`src/rtl/kf6845_pkg.sv`:
```
// Shared types and helpers for the 6845-compatible CRTC cursor unit.
package kf6845_pkg;

    // Cursor display mode held in R10[6:5].
    typedef enum logic [1:0] {
        NON_BLINK  = 2'b00,
        NO_DISPLAY = 2'b01,
        BLINK16    = 2'b10,
        BLINK32    = 2'b11
    } cursor_mode_t;

    // Field-rate blink gate: the fast mode toggles every 8 fields, the slow mode every 16.
    function automatic logic blink_gate(input cursor_mode_t mode, input logic [4:0] cnt);
        logic gate;
        case (mode)
            NON_BLINK:  gate = 1'b1;
            NO_DISPLAY: gate = 1'b0;
            BLINK16:    gate = ~cnt[3];
            BLINK32:    gate = ~cnt[4];
            default:    gate = 1'b0;
        endcase
        return gate;
    endfunction

endpackage

```
`src/rtl/kf6845_cursor.sv`:
```
// Cursor unit of a 6845-compatible CRTC: cursor start/end and address
// registers, field-rate blink counter and the MA/RA comparator.
module kf6845_cursor
    import kf6845_pkg::*;
(
    input  logic        clock,
    input  logic        reset,
    input  logic        video_clock_enable,
    input  logic [7:0]  internal_data_bus_in,
    output logic [7:0]  internal_data_bus_out,
    input  logic        write_cursor_start_register,
    input  logic        write_cursor_end_register,
    input  logic        write_cursor_h_register,
    input  logic        write_cursor_l_register,
    input  logic        read_cursor_h_register,
    input  logic        read_cursor_l_register,
    input  logic        Horizontal,
    input  logic        Horizontal_End,
    input  logic        V_total,
    input  logic        Scanline_End,
    input  logic [4:0]  RA,
    input  logic [13:0] MA,
    output logic        CURSOR
);

    logic [6:0]   r10_r;        // {mode[1:0], start[4:0]}
    logic [4:0]   r11_r;        // cursor end raster
    logic [5:0]   r14_r;        // cursor address high
    logic [7:0]   r15_r;        // cursor address low
    logic [4:0]   blink_cnt_r;
    logic         cursor_r;

    logic [13:0]  cursor_addr_s;
    logic [4:0]   start_s;
    cursor_mode_t mode_s;
    logic         hit_s;
    logic [7:0]   bus_out_s;

    // The character-clock enable and the row/line timing pulses do not
    // influence the cursor; they are folded here so they are visibly consumed.
    logic unused_inputs_s;
    assign unused_inputs_s = &{1'b0, video_clock_enable, Horizontal,
                               Horizontal_End, Scanline_End};

    assign cursor_addr_s = {r14_r, r15_r};
    assign start_s       = r10_r[4:0];
    assign mode_s        = cursor_mode_t'(r10_r[6:5]);

    // Register file: independent write strobes, not gated by the character clock.
    always_ff @(posedge clock or posedge reset) begin
        if (reset) begin
            r10_r <= 7'd0;
            r11_r <= 5'd0;
            r14_r <= 6'd0;
            r15_r <= 8'd0;
        end else begin
            if (write_cursor_start_register) r10_r <= internal_data_bus_in[6:0];
            if (write_cursor_end_register)   r11_r <= internal_data_bus_in[4:0];
            if (write_cursor_h_register)     r14_r <= internal_data_bus_in[5:0];
            if (write_cursor_l_register)     r15_r <= internal_data_bus_in[7:0];
        end
    end

    // Field counter for the blink: advances once per end-of-field pulse, wraps naturally.
    always_ff @(posedge clock or posedge reset) begin
        if (reset) begin
            blink_cnt_r <= 5'd0;
        end else if (V_total) begin
            blink_cnt_r <= blink_cnt_r + 5'd1;
        end
    end

    // Comparator: address match and raster inside [start, end]; start > end never matches.
    always_comb begin
        hit_s = 1'b0;
        if ((MA == cursor_addr_s) && (RA >= start_s) && (RA <= r11_r)) begin
            hit_s = blink_gate(mode_s, blink_cnt_r);
        end else begin
            hit_s = 1'b0;
        end
    end

    // Read-back mux for the address registers; the high byte wins if both strobes are set.
    always_comb begin
        bus_out_s = 8'h00;
        if (read_cursor_h_register) begin
            bus_out_s = {2'b00, r14_r};
        end else if (read_cursor_l_register) begin
            bus_out_s = r15_r;
        end else begin
            bus_out_s = 8'h00;
        end
    end

    // Registered cursor output, one clock behind the comparator inputs.
    always_ff @(posedge clock or posedge reset) begin
        if (reset) begin
            cursor_r <= 1'b0;
        end else begin
            cursor_r <= hit_s;
        end
    end

    assign internal_data_bus_out = bus_out_s;
    assign CURSOR                = cursor_r;

endmodule

```
`config.mk`:
```
export PLATFORM = sky130hd
export DESIGN_NAME = kf6845_cursor
export DESIGN_NICKNAME = d
export VERILOG_FILES = /design/src/rtl/kf6845_pkg.sv /design/src/rtl/kf6845_cursor.sv
export SDC_FILE = /design/constraint.sdc
export NUM_CORES = 1
export LEC_CHECK = 0
export ABC_AREA = 1
export ABC_CLOCK_PERIOD_IN_PS = 1600
export CORE_MARGIN = 2
export CORE_UTILIZATION = 30
export DETAILED_ROUTE_END_ITERATION = 16
export HOLD_SLACK_MARGIN = 0.02
export SYNTH_ARGS = -nofsm -noshare
export SYNTH_HDL_FRONTEND = slang
export SYNTH_SLANG_ARGS = --single-unit
export TNS_END_PERCENT = 50
```
`constraint.sdc`:
```
create_clock -name clock -period 1.6 [get_ports clock]
set_input_delay 0.48 -clock clock [delete_from_list [all_inputs] [get_ports clock]]
set_output_delay 0.48 -clock clock [all_outputs]
set_load 0.02 [all_outputs]
```
# After elaboration in Yosys (flattened, before gate mapping)
# Cells that the tools add are included.
# totals
ff_bits,32
inputBits,40
output_inout_bits,9
elab_cells,22
# op_classes
addsub,1
magnitude_cmp,2
n_eq_ne,4
mux,4
bitwise,2
reduce_logical,3
# ops
operator,count
2-to-1 mux 8 bit,2
== test 14 bit,1
"adder 5 x 1 -> 5 bit, second input constant",1
>= comparator 5 bit,1
less-or-equal comparator 5 bit,1
"== test 2 bit, second input constant",2
one-hot mux 1 bit (4 select lines),1
"== test 2 x 1 -> 1 bit, second input constant",1
logical AND 1 bit,2
logical NOT 2 bit,1
NOT 1 bit,2
2-to-1 mux 1 bit,1

# Logic depth before layout (Yosys ltp)
# logic_depth
depth_word,4
mapped_depth,8

# Worst setup path after synthesis
# OpenSTA, ideal clock, no wires.
# synth_path
path_type,input -> output
from,input port read_cursor_h_register
to,output port internal_data_bus_out[0]
arrival_ps,1133
required_time_ps,1120
slack_ps,-13
path_stages,3
path_buffers,0
cell_sequence,inv_1 > nand2_1 > o22ai_1
# synth_via
elab_chain_len,1
# synth_rtl
element,line_no,text
"start, declared",kf6845_cursor.sv:15,"input logic read_cursor_h_register,"
2-to-1 mux 8 bit,kf6845_cursor.sv:86,if (read_cursor_h_register) begin
"end, declared",kf6845_cursor.sv:10,"output logic [7:0] internal_data_bus_out,"
# No other way between the ends.

# Final worst setup path
# layout_path
from,input port read_cursor_h_register
to,output port internal_data_bus_out[4]
# Same word-level chain as after synthesis.

==> results_dict.tcl <==
set metrics [dict create \
    ys_seq_area_share_pct 45.10 \
    insertion_delay_ps 280 \
    cts_tree "yes" \
    wl_um 4081 \
    synth.distinct_cells 18 \
    grt_usage_pct 13.99 \
    critical_path_buf_inv_count 4 \
    synth_warnings 0 \
    place_hpwl_um 3087 \
    cts_buffers 5 \
    grt_start_max_net_pins 33 \
    initial_core_util_pct 30.53 \
    synthCells 231 \
    power.total_mw 2.328 \
    syn-cell-area_mm2 0.001775 \
    clock_sinks 32 \
    fin_ws_ps 29.75 \
    path_class "input port to output pin" \
    antenna_found_initial 0 \
    vias 1605 \
    postSynthAreaPerCell_um2 7.686 \
    first_global_vias 1568 \
    dieArea_mm2 0.006550 \
    tightestPinTransition_ps 399.9 \
    power_density_mw_per_mm2 874.1 \
    ir_drop_uv 446.5 \
    slew_viol_final 0 \
    drt_iter0_markers 60 \
    crit_slowest_cell "o22ai_4" \
    clkTransAtPathRegs_ps 60 \
    critPathMaxFanout 6 \
    min_path_type "register to register" \
    vias_per_cell 4.326 \
    final.min_clock_period_ps 1570 \
    cp_top_family "buffers and inverters" \
    pin_count 49 \
    dpl_worst_slack_ps -916.3 \
    final_common_cell "nand2_1" \
    cp_slowest_stage_delay_ps 170 \
    hold_viol 0 \
    path_cells "buf_2 > inv_4 > buf_12 > o22ai_4 > buf_6" \
    p_leak_nw 1.361 \
    cts-hold-fix-buffers 0 \
    syn_to_final_growth_pct 50.03 \
    mostFrequentLayoutCells "72 x nand2_1, 43 x inv_1, 32 x dfrtp_1, 32 x clkdlybuf4s50_1, 24 x o21ai_0" \
    worst_setup_path_end_kind "output pin" \
    required_ps 1120 \
    setup_viol 0 \
    grt-ovfl-total 0 \
    maxCapViolCount 0 \
    drive_above_1_share_pct 16.89 \
    cts_max_path_buffers 2 \
    drc 0 \
    max_clock_freq_mhz 636.8 \
    chipHeight_um 80.93 \
    die_x_um 80.93 \
    worst_clock_skew_ps 7.021 \
    cts_root_buf "clkbuf_8" \
    finish.utilization_pct 45.80 \
    ys_ff_latch 32 \
    antennaDiodeCount 0 \
    drt_first_pass_iters 4 \
    outcome "complete, no violations" \
    htree_levels 2 \
    layout.nets 347 \
    critPathArrivalTime_ps 1090 \
    rsz0062_at_grt "no" \
    numPortBuffers 44 \
    row_count 28 \
    drtAntennaViolNets 0 \
    gp_congestion 0.7551 \
    wl_per_cell_um 11.00 \
    grt_pass1_wl_um 6886 \
    relSlewSlack_pct 73.26 \
    fill_cells 616 \
    fp.coreArea_mm2 0.005816 \
    startpoint_type "input port" \
    finalCritPeriodShare_pct 98.14 \
    syn-num-nets 282 \
]
## layout make-up
class | count | area, um2 | area share, %
clock buffers | 7 | 96.34 | 3.617
flip-flops and latches | 32 | 800.8 | 30.06
multi-input cells | 151 | 900.9 | 33.82
inverters | 44 | 167.7 | 6.294
repair buffers | 62 | 604.3 | 22.69
well taps | 75 | 93.84 | 3.523
## cells in the mapped netlist
cell type / n / area [um2]
xnor2_1: 2 / 17.52
nand4_1: 3 / 18.77
nor2_1: 15 / 56.30
nand3_1: 4 / 20.02
clkbuf_1: 1 / 3.750
ha_1: 11 / 137.6
o22ai_1: 6 / 37.54
o21ai_0: 24 / 120.1
a21oi_1: 3 / 15.01
a21o_1: 1 / 7.510
dfrtp_1: 32 / 800.8
nand3b_1: 1 / 7.510
o21bai_1: 1 / 7.510
mux2_2: 4 / 45.04
xor2_1: 3 / 26.28
inv_1: 44 / 165.2
nand2_1: 73 / 274.0
buf_2: 3 / 15.01
## per-layer routing
metal | up-vias | routed length (um) | global-route usage [%]
met5 | - | 0 | 0
met4 | 0 | 59 | 5.085
met3 | 7 | 212 | 3.778
met2 | 31 | 1955 | 23.47
met1 | 720 | 1853 | 17.22
li1 | 847 | - | -
## cell families (layout without fill, tap and decap cells)
| logic type | count (synthesis) | after routing | synth area share (%) |
|---|---|---|---|
| simple gates | 96 | 96 | 21.21 |
| buf+inv | 48 | 113 | 10.36 |
| compound gates | 35 | 35 | 10.57 |
| flops | 32 | 32 | 45.10 |
| fa+ha+maj | 11 | 11 | 7.752 |
| xor+xnor | 5 | 5 | 2.467 |
| mux | 4 | 4 | 2.537 |
## flip-flops by register name, indices dropped and copies added (netlist names)
signal and cells:
r10_r 7, blink_cnt_r 5, CURSOR 1, r15_r 8
r14_r 6, r11_r 5
## stage by stage
stage	cell area (um2)	TNS (ps)	hold slack, ps	cells
floorplan	1775	-79.37	466.7	231
global placement	2451	-6920	491.2	364
detailed placement	2451	-7245	491.9	364
CTS	2649	0	504.4	371
global route	2664	0	529.7	371
finish	2664	0	498.2	371
## power by group
part / total, mW / switching, mW / internal [mW]
sequential: 1.01 / 0.0728 / 0.936
clock: 0.665 / 0.283 / 0.383
combinational: 0.655 / 0.312 / 0.343
## worst reg2reg max path, stage by stage (launching register included)
cell and delay (ps):
dfrtp_1 340, inv_1 80, buf_4 140, nand2_1 50, nand2_1 50, nor2_1 120
nand2_1 70, nor2_1 140, nand3_1 90, nor2_1 110
## final timing paths
| kind | start | end | slack [ps] | depth (start not counted) |
|---|---|---|---|---|
| max | read_cursor_h_register | internal_data_bus_out[4] | 30 | 5 |
| min | blink_cnt_r[3]$_DFFE_PP0P_ | blink_cnt_r[3]$_DFFE_PP0P_ | 500 | 1 |
| max reg2reg | r15_r[4]$_DFFE_PP0P_ | CURSOR$_DFF_PP0_ | 360 | 9 |
| min reg2reg | blink_cnt_r[3]$_DFFE_PP0P_ | blink_cnt_r[3]$_DFFE_PP0P_ | 500 | 1 |
| max in group asynchronous | reset | r15_r[2]$_DFFE_PP0P_ | 890 | 3 |
| min in group asynchronous | reset | r11_r[3]$_DFFE_PP0P_ | 530 | 3 |
## timing repair
item,in CTS,in global routing
setup endpoints to repair,9,3
gates resized for setup,72,5
pin swaps,6,2
setup buffers,0,0
Note: power is estimated with default switching activity, not from simulation.
